===== src/rtl/ps2_pkg.sv =====
// rtl/ps2_pkg.sv - shared types and constants for the PS/2 host transmitter
package ps2_pkg;

    typedef enum logic [2:0] {
        IDLE      = 3'd0,
        INHIBIT   = 3'd1,
        REQ       = 3'd2,
        SEND      = 3'd3,
        ACK       = 3'd4,
        WAIT_IDLE = 3'd5,
        DONE      = 3'd6,
        ERR       = 3'd7
    } ps2_tx_state_e;

    localparam logic [1:0] ERR_TIMEOUT = 2'b01;
    localparam logic [1:0] ERR_NOACK   = 2'b10;

    localparam logic [7:0] PS2_CMD_SET_LEDS = 8'hED;
    localparam logic [7:0] PS2_CMD_ENABLE   = 8'hF4;
    localparam logic [7:0] PS2_CMD_RESET    = 8'hFF;
    localparam logic [7:0] PS2_RSP_ACK      = 8'hFA;

    // Line level of the host frame after idx device falling edges:
    // 0 = start, 1..8 = data LSB first, 9 = parity, 10 and beyond = stop/idle.
    function automatic logic frame_bit(input logic [7:0] data, input logic parity,
                                       input logic [3:0] idx);
        logic [15:0] frame;
        frame = {5'h1f, 1'b1, parity, data, 1'b0};
        return frame[idx];
    endfunction

endpackage


===== src/rtl/ps2_line_sync.sv =====
// rtl/ps2_line_sync.sv - pin synchronizer for ps2 clock/data, falling-edge detect on clock
// Ports: clock, reset (sync, active-low); clk_in/data_in raw pin levels;
//        clk_sync/data_sync synchronized levels; clk_fall one-cycle pulse per clock falling edge.
module ps2_line_sync #(
    parameter int STAGES = 2
) (
    input  logic clock,
    input  logic reset,
    input  logic clk_in,
    input  logic data_in,
    output logic clk_sync,
    output logic data_sync,
    output logic clk_fall
);

    logic [STAGES-1:0] clk_pipe_q, clk_pipe_d;
    logic [STAGES-1:0] data_pipe_q, data_pipe_d;
    logic              clk_prev_q, clk_prev_d;

    always_comb begin
        clk_pipe_d  = STAGES'({clk_pipe_q, clk_in});
        data_pipe_d = STAGES'({data_pipe_q, data_in});
        clk_prev_d  = clk_sync;
    end

    // Idle bus level is high, so reset to ones to avoid a spurious edge.
    always_ff @(posedge clock) begin
        if (!reset) begin
            clk_pipe_q  <= '1;
            data_pipe_q <= '1;
            clk_prev_q  <= 1'b1;
        end else begin
            clk_pipe_q  <= clk_pipe_d;
            data_pipe_q <= data_pipe_d;
            clk_prev_q  <= clk_prev_d;
        end
    end

    assign clk_sync  = clk_pipe_q[STAGES-1];
    assign data_sync = data_pipe_q[STAGES-1];
    assign clk_fall  = clk_prev_q & ~clk_sync;

endmodule


===== src/rtl/ps2_host_tx.sv =====
// rtl/ps2_host_tx.sv - PS/2 host-to-device command byte transmitter
// Ports: clock, reset (sync, active-low); tx_data/tx_start request, tx_busy/tx_done/tx_error/err_code
//        status; ps2_clk_in/ps2_data_in raw pins; ps2_clk_oe/ps2_data_oe pull-low enables;
//        rx_inhibit tells the receiver to ignore the bus.
// Macro PS2_HOST_TX_RETRY_EN: one automatic retransmission after a first failed attempt.
module ps2_host_tx
    import ps2_pkg::*;
#(
    parameter int INHIBIT_CYCLES = 5000,
    parameter int TIMEOUT_CYCLES = 750000,
    parameter int SYNC_STAGES    = 2
) (
    input  logic       clock,
    input  logic       reset,
    input  logic [7:0] tx_data,
    input  logic       tx_start,
    output logic       tx_busy,
    output logic       tx_done,
    output logic       tx_error,
    output logic [1:0] err_code,
    input  logic       ps2_clk_in,
    input  logic       ps2_data_in,
    output logic       ps2_clk_oe,
    output logic       ps2_data_oe,
    output logic       rx_inhibit
);

    localparam int TIMER_MAX = (INHIBIT_CYCLES > TIMEOUT_CYCLES) ? INHIBIT_CYCLES : TIMEOUT_CYCLES;
    localparam int TIMER_W   = $clog2(TIMER_MAX + 1);
    localparam logic [TIMER_W-1:0] INHIBIT_LAST  = TIMER_W'(INHIBIT_CYCLES - 1);
    localparam logic [TIMER_W-1:0] TIMEOUT_LIMIT = TIMER_W'(TIMEOUT_CYCLES);

    ps2_tx_state_e      state_q, state_d;
    logic [7:0]         data_q, data_d;
    logic               parity_q, parity_d;
    logic [3:0]         bit_cnt_q, bit_cnt_d;
    logic [TIMER_W-1:0] timer_q, timer_d;
    logic [1:0]         err_code_q, err_code_d;
`ifdef PS2_HOST_TX_RETRY_EN
    logic               retry_q, retry_d;
`endif

    logic       clk_sync, data_sync, clk_fall;
    logic       fail;
    logic [1:0] fail_code;

    ps2_line_sync #(.STAGES(SYNC_STAGES)) u_sync (
        .clock     (clock),
        .reset     (reset),
        .clk_in    (ps2_clk_in),
        .data_in   (ps2_data_in),
        .clk_sync  (clk_sync),
        .data_sync (data_sync),
        .clk_fall  (clk_fall)
    );

    always_ff @(posedge clock) begin
        if (!reset) begin
            state_q    <= IDLE;
            data_q     <= '0;
            parity_q   <= 1'b0;
            bit_cnt_q  <= '0;
            timer_q    <= '0;
            err_code_q <= '0;
`ifdef PS2_HOST_TX_RETRY_EN
            retry_q    <= 1'b0;
`endif
        end else begin
            state_q    <= state_d;
            data_q     <= data_d;
            parity_q   <= parity_d;
            bit_cnt_q  <= bit_cnt_d;
            timer_q    <= timer_d;
            err_code_q <= err_code_d;
`ifdef PS2_HOST_TX_RETRY_EN
            retry_q    <= retry_d;
`endif
        end
    end

    always_comb begin
        state_d    = state_q;
        data_d     = data_q;
        parity_d   = parity_q;
        bit_cnt_d  = bit_cnt_q;
        timer_d    = timer_q;
        err_code_d = err_code_q;
        fail       = 1'b0;
        fail_code  = ERR_TIMEOUT;
`ifdef PS2_HOST_TX_RETRY_EN
        retry_d    = retry_q;
`endif
        case (state_q)
            IDLE: begin
                if (tx_start) begin
                    state_d   = INHIBIT;
                    data_d    = tx_data;
                    parity_d  = ~^tx_data;
                    bit_cnt_d = '0;
                    timer_d   = '0;
`ifdef PS2_HOST_TX_RETRY_EN
                    retry_d   = 1'b0;
`endif
                end
            end
            INHIBIT: begin
                if (timer_q == INHIBIT_LAST) begin
                    state_d = REQ;
                    timer_d = '0;
                end else begin
                    timer_d = timer_q + 1'b1;
                end
            end
            REQ, SEND, ACK, WAIT_IDLE: begin
                // Watchdog spans the gap to each next device edge.
                timer_d = clk_fall ? '0 : timer_q + 1'b1;
                if (timer_q == TIMEOUT_LIMIT) begin
                    fail      = 1'b1;
                    fail_code = ERR_TIMEOUT;
                end else begin
                    case (state_q)
                        REQ: state_d = SEND;
                        SEND: begin
                            if (clk_fall) begin
                                bit_cnt_d = bit_cnt_q + 1'b1;
                                if (bit_cnt_q == 4'd9) state_d = ACK;
                            end
                        end
                        ACK: begin
                            if (clk_fall) begin
                                bit_cnt_d = bit_cnt_q + 1'b1;
                                if (!data_sync) begin
                                    state_d = WAIT_IDLE;
                                end else begin
                                    fail      = 1'b1;
                                    fail_code = ERR_NOACK;
                                end
                            end
                        end
                        WAIT_IDLE: if (clk_sync && data_sync) state_d = DONE;
                        default: state_d = state_q;
                    endcase
                end
            end
            DONE, ERR: state_d = IDLE;
            default: state_d = IDLE;
        endcase

        if (fail) begin
`ifdef PS2_HOST_TX_RETRY_EN
            if (!retry_q) begin
                retry_d   = 1'b1;
                state_d   = INHIBIT;
                timer_d   = '0;
                bit_cnt_d = '0;
            end else begin
                state_d    = ERR;
                err_code_d = fail_code;
            end
`else
            state_d    = ERR;
            err_code_d = fail_code;
`endif
        end
    end

    always_comb begin
        tx_busy     = 1'b0;
        tx_done     = 1'b0;
        tx_error    = 1'b0;
        ps2_clk_oe  = 1'b0;
        ps2_data_oe = 1'b0;
        case (state_q)
            INHIBIT: begin
                tx_busy    = 1'b1;
                ps2_clk_oe = 1'b1;
            end
            REQ: begin
                tx_busy     = 1'b1;
                ps2_clk_oe  = 1'b1;
                ps2_data_oe = ~frame_bit(data_q, parity_q, bit_cnt_q);
            end
            SEND: begin
                tx_busy     = 1'b1;
                ps2_data_oe = ~frame_bit(data_q, parity_q, bit_cnt_q);
            end
            ACK, WAIT_IDLE: tx_busy  = 1'b1;
            DONE:           tx_done  = 1'b1;
            ERR:            tx_error = 1'b1;
            default:        tx_busy  = 1'b0;
        endcase
        rx_inhibit = tx_busy;
    end

    assign err_code = err_code_q;

endmodule


===== config.mk =====
export PLATFORM = sky130hd
export DESIGN_NAME = ps2_host_tx
export DESIGN_NICKNAME = d
export VERILOG_FILES = /design/src/rtl/ps2_pkg.sv /design/src/rtl/ps2_line_sync.sv /design/src/rtl/ps2_host_tx.sv
export SDC_FILE = /design/constraint.sdc
export NUM_CORES = 1
export LEC_CHECK = 0
export BUFFER_PORTS_ARGS = -buffer_cell sky130_fd_sc_hd__buf_2
export CAP_MARGIN = 25
export CORE_UTILIZATION = 45
export CTS_BUF_LIST = sky130_fd_sc_hd__clkbuf_2
export CTS_CLUSTER_SIZE = 24
export DETAILED_ROUTE_END_ITERATION = 8
export GPL_ROUTABILITY_DRIVEN = 0
export GPL_TIMING_DRIVEN = 0
export PLACE_DENSITY = 0.72
export SYNTH_ARGS = -nofsm -noshare
export SYNTH_HDL_FRONTEND = slang
export SYNTH_SLANG_ARGS = --single-unit

===== constraint.sdc =====
create_clock -name clock -period 2.4 [get_ports clock]
set_input_delay 0.48 -clock clock [delete_from_list [all_inputs] [get_ports clock]]
set_output_delay 0.48 -clock clock [all_outputs]
set_load 0.01 [all_outputs]

==> flow_summary.toml, run 1 <==
[cts]
cts_max_path_buffers = 2
cts_buffers = 5
cts_max_level = 2
cts_hold_buffers = 0
insertion_delay_ps = 440
cts_tree = "done"
clkTransAtPathRegs_ps = 260
cts.sinks = 43
root_buffer = "clkbuf_2"

[die]
ios = 21
fp-row-count = 26
fp.dieH_um = 75.1
die_w_um = 75.1
die_area_um2 = 5640
start_util = 0.468
core_um2 = 5140

[synthesis]
syn_area_um2 = 2400
yosysUniqueCellTypes = 58
syn_inst = 297
seq_area_frac_synth = 0.358
async_flop_share = 0
synth_top_area_cell = "dfxtp_1"
synth-edff-count = 0
ys_warn_count = 0
synth_top_area_frac = 0.358
syn-num-nets = 314
ys_ff_latch = 43
yosys-top-cells-area = "dfxtp_1 (36%), xnor2_1 (6.9%), nand2_1 (5.6%)"
syn_avg_cell_area_um2 = 8.09
synthFlopType = "dfxtp_1"

[power]
power_mw = 1.26
ir_drop_uv = 265
p_int_mw = 0.883
power_frac_comb = 0.134
p_leak_nw = 0.972
pwr_density_cell_nw_per_um2 = 474
power_frac_seq = 0.595
switching_share = 0.299
power_frac_clock = 0.270
switchingPower_mw = 0.376

[worst_hold_path]
hold_path.class = "primary input to register"

[timing]
whs_ps = 206
drv_slew = 0
period_needed_ps = 2390
hold_viol = 0
period_share = 0.996
tightest_slew_ps = 662
maxSlewHeadroom = 0.553
tns_ps = 0
setup_ws_ps = 10.2
fmax_mhz = 418
grt_setup_unrepaired = "yes"
final.setup_skew_ps = 27.6
setup_viol = 0

[grt]
grtUsageTotal = 0.210
grt_pass1_wl_mm = 9.01
grt_max_degree = 16
grt-ovfl-total = 0
antenna_found_initial = 0
grt_pass1_vias = 2011

[critical_path]
worst_ep_required_time_ps = 1920
cp-end-kind = "output port"
cp_max_fo = 6
critPathArrivalTime_ps = 1910
path_class = "register to output port"
cp-start-kind = "register"

[routing]
first_pass_iters = 4
avgRoutedWirePerCell_um = 13.3
ant_nets = 0
drt_iter0_drc = 114
routed_via_density = 5.35
vias = 2113
drc = 0
routed_wl_mm = 5.24

[layout]
final_nets = 341
final_cell_area_um2 = 2660
mostFrequentLayoutCells = "dfxtp_1 (42), nand2_1 (36), nor2_1 (30), buf_2 (23), a21oi_1 (21)"
post-route-util = 0.517
antenna_cells = 0
area_delta_synth_final_pct = 10.5
fin_cells = 395
final_common_cell = "dfxtp_1"
drive_gt1_frac = 0.169

[placement]
dpl.cell_count = 387
io_buffer_count = 20
post_dp_cell_area_um2 = 2590
dp_slack_ps = 271
post-dp-hpwl_mm = 3.84

[flow_run]
drv_cap = 0

[status]
status = "complete, no violations"
cell families after synthesis:
kind of cell | share of synthesized area
xor gates and xnor gates | 0.0765
DFF | 0.358
adders and majority gates | 0.0208
AOI/OAI and AO/OA | 0.134
buffers and inverters | 0.0448
and+or+nand+nor | 0.340
muxes | 0.0260
synthesized netlist by cell type, types with 7 or more instances:
cell / n
nor2_1: 30
nand2b_1: 9
nand2_1: 36
dfxtp_1: 43
o21ai_0: 10
nor3_1: 9
nand3_1: 14
xnor2_1: 19
clkbuf_1: 7
a21oi_1: 21
critical path, cell delays in order, from the launching register on:
cell and delay, ps:
dfxtp_4 440, mux4_2 510, nor3_2 190, a21oi_1 60, nor2_1 120, buf_2 140
sequential cells by signal, summed over array words and instances, names as in the netlist:
name and flops:
timer_q 20, data_q 8, bit_cnt_q 4, state_q 3, err_code 2, u_sync.clk_pipe_q 2
u_sync.data_pipe_q 2, parity_q 1, u_sync.clk_prev_q 1
cell type report:
class                      count  area, um2
clock buffer                   5       25.0
inverter                       7       26.3
multi-input combinational    232       1440
sequential                    43        865
timing repair buffer          22        115
fill                         524       2480
tap                           70       87.6
buffer                        13       73.8
clock inverter                 3       23.8
per-layer routing:
metal / part of all wire / GRT usage / vias to the layer above
met2: 0.47 / 0.342 / 35
met5: 0 / 0 / -
met4: 0.015 / 0.0964 / 0
met3: 0.032 / 0.0415 / 9
met1: 0.49 / 0.269 / 972
li1: - / - / 1097
worst paths after layout:
path	start	to	slack, ps	depth (start not counted)
setup / recovery	bit_cnt_q[0]	ps2_data_oe	10	5
hold / removal	ps2_clk_in	u_sync.clk_pipe_q[0]	210	2
setup reg to reg	timer_q[1]	timer_q[6]	360	7
hold reg to reg	u_sync.data_pipe_q[0]	u_sync.data_pipe_q[1]	430	1
timing repair:
item,in CTS,in global routing
setup buffers,1,1
gates resized for setup,5,1
endpoints found under the setup margin,1,1
pin swaps,0,2
endpoints found under the hold margin,0,0
power by group through the flow:
stage | registers [mW] | logic (mW) | clock network, mW
3_3_place_gp | 0.763 | 0.165 | 0
5_1_grt | 0.754 | 0.190 | 0.384
4_1_cts | 0.751 | 0.171 | 0.353
3_5_place_dp | 0.764 | 0.170 | 0
2_1_floorplan | 0.761 | 0.121 | 0
6_report | 0.749 | 0.169 | 0.340
Power figures use the tool's default switching activity.
==> inputs of run 2 (changes only) <==
--- a/config.mk
+++ b/config.mk
@@ -5,15 +5,15 @@
 export SDC_FILE = /design/constraint.sdc
 export NUM_CORES = 1
 export LEC_CHECK = 0
-export BUFFER_PORTS_ARGS = -buffer_cell sky130_fd_sc_hd__buf_2
+export BUFFER_PORTS_ARGS = -buffer_cell sky130_fd_sc_hd__buf_4
 export CAP_MARGIN = 25
-export CORE_UTILIZATION = 45
+export CORE_UTILIZATION = 42
 export CTS_BUF_LIST = sky130_fd_sc_hd__clkbuf_2
 export CTS_CLUSTER_SIZE = 24
 export DETAILED_ROUTE_END_ITERATION = 8
 export GPL_ROUTABILITY_DRIVEN = 0
 export GPL_TIMING_DRIVEN = 0
-export PLACE_DENSITY = 0.72
+export PLACE_DENSITY = 0.69
 export SYNTH_ARGS = -nofsm -noshare
 export SYNTH_HDL_FRONTEND = slang
 export SYNTH_SLANG_ARGS = --single-unit
==> run 2 against run 1 <==
  * Maximum frequency up 5.4%
  * Power down 0.76%
  * Critical path type unchanged
  * Clock power down 5%
==> flow_summary.toml, run 2 (synthesis gave the netlist of run 1 again) <==
[timing]
fmax_mhz = 441
whs_ps = 227
tightest_slew_ps = 587
final.setup_skew_ps = 28.7
maxSlewHeadroom = 0.603
tns_ps = 0
hold_viol = 0
grt_setup_unrepaired = "no"
setup_viol = 0
period_needed_ps = 2270
drv_slew = 0
period_share = 0.945

[cts]
cts.sinks = 43
cts_buffers = 5
cts_hold_buffers = 0
insertion_delay_ps = 410
cts_tree = "done"
root_buffer = "clkbuf_2"
clkTransAtPathRegs_ps = 240
cts_max_level = 2
cts_max_path_buffers = 2

[critical_path]
cp-start-kind = "register"
cp-end-kind = "output port"
ff2ff_setup_slack_ps = 340
cp_max_fo = 8
cp-startpoint = "bit_cnt_q[0]"
worst_ep_required_time_ps = 1920
critPathArrivalTime_ps = 1790
r2r_start = "timer_q[1]"
path_class = "register to output port"

[layout]
final_nets = 340
largest_register_ffs = 20
final_cell_area_um2 = 2700
drive_gt1_frac = 0.167
register_area_um2 = 865
top_regs = "timer_q x20, data_q x8, bit_cnt_q x4"
multi_input_comb_area_um2 = 1440
top_register = "timer_q"
final_common_cell = "dfxtp_1"
area_delta_synth_final_pct = 12.1
mostFrequentLayoutCells = "dfxtp_1 (42), nand2_1 (36), nor2_1 (30), buf_4 (22), a21oi_1 (21)"
fillCellCount = 539
antenna_cells = 0

[routing]
vias = 2143
routed_via_density = 5.41
drc = 0
drt_iter0_drc = 130
avgRoutedWirePerCell_um = 13.5
ant_nets = 0
first_pass_iters = 4
routed_wl_mm = 5.35

[grt]
grt_pass1_wl_mm = 9.45
antenna_found_initial = 0
grtUsageTotal = 0.194
grt_pass1_vias = 2011
grt_max_degree = 14
grt-ovfl-total = 0

[worst_hold_path]
min_from = "ps2_data_in"
hold_path.class = "primary input to register"

[placement]
post-dp-hpwl_mm = 3.93
post_dp_cell_area_um2 = 2640
io_buffer_count = 20

[power]
p_leak_nw = 0.976
pwr_density_cell_nw_per_um2 = 463
ir_drop_uv = 245

[flow_run]
drv_cap = 0

[die]
ios = 21
fp-row-count = 27
die_area_um2 = 6030
start_util = 0.436
core_um2 = 5510
fp.dieH_um = 77.7
die_w_um = 77.7

[status]
status = "complete, no violations"
run 2: worst max-delay path, stage by stage (launching register included):
cell	delay (ps)
dfxtp_4	450
mux4_2	510
nor3_2	110
a21oi_1	50
nor2_1	110
buf_4	130
run 2: area by class of cell:
| cell class | count | share of cell area |
|---|---|---|
| multi-input combinational | 232 | 0.534 |
| sequential | 43 | 0.321 |
| timing repair buffer | 21 | 0.0585 |
| tap | 72 | 0.0334 |
| buffer | 13 | 0.0274 |
| clock buffer | 6 | 0.0111 |
| inverter | 7 | 0.00975 |
| clock inverter | 2 | 0.00464 |
run 2: final timing paths:
kind | to | cells after the start
max reg2reg | timer_q[4] | 7
max | ps2_data_oe | 5
min | u_sync.data_pipe_q[0] | 2
min reg2reg | u_sync.data_pipe_q[1] | 1
run 2: metal layers:
metal / global-route usage / vias to the layer above / wire length (um)
met5: 0 / - / 0
met4: 0.0415 / 0 / 17
met3: 0.0365 / 2 / 193
met2: 0.322 / 42 / 2520
met1: 0.260 / 998 / 2630
li1: - / 1101 / -
run 2: where the power goes:
part	switching (mW)	leakage [nW]	internal, mW
sequential	0.0129	0.350	0.736
clock	0.248	0.0290	0.0744
combinational	0.0977	0.596	0.0798
run 2: metrics by stage:
step	instances	worst slack (ps)	utilization	total power [mW]
final	396	133	0.489	1.25
after global routing	396	21.3	0.489	1.32
after CTS	398	13.9	0.490	1.26
after detailed placement	389	291	0.480	0.944
after global placement	389	288	0.480	0.938
after floorplan	297	487	-	0.882
run 2: what timing repair did:
item,in CTS,in global routing
endpoints found under the setup margin,1,1
buffers inserted,1,0
gates resized for setup,3,2
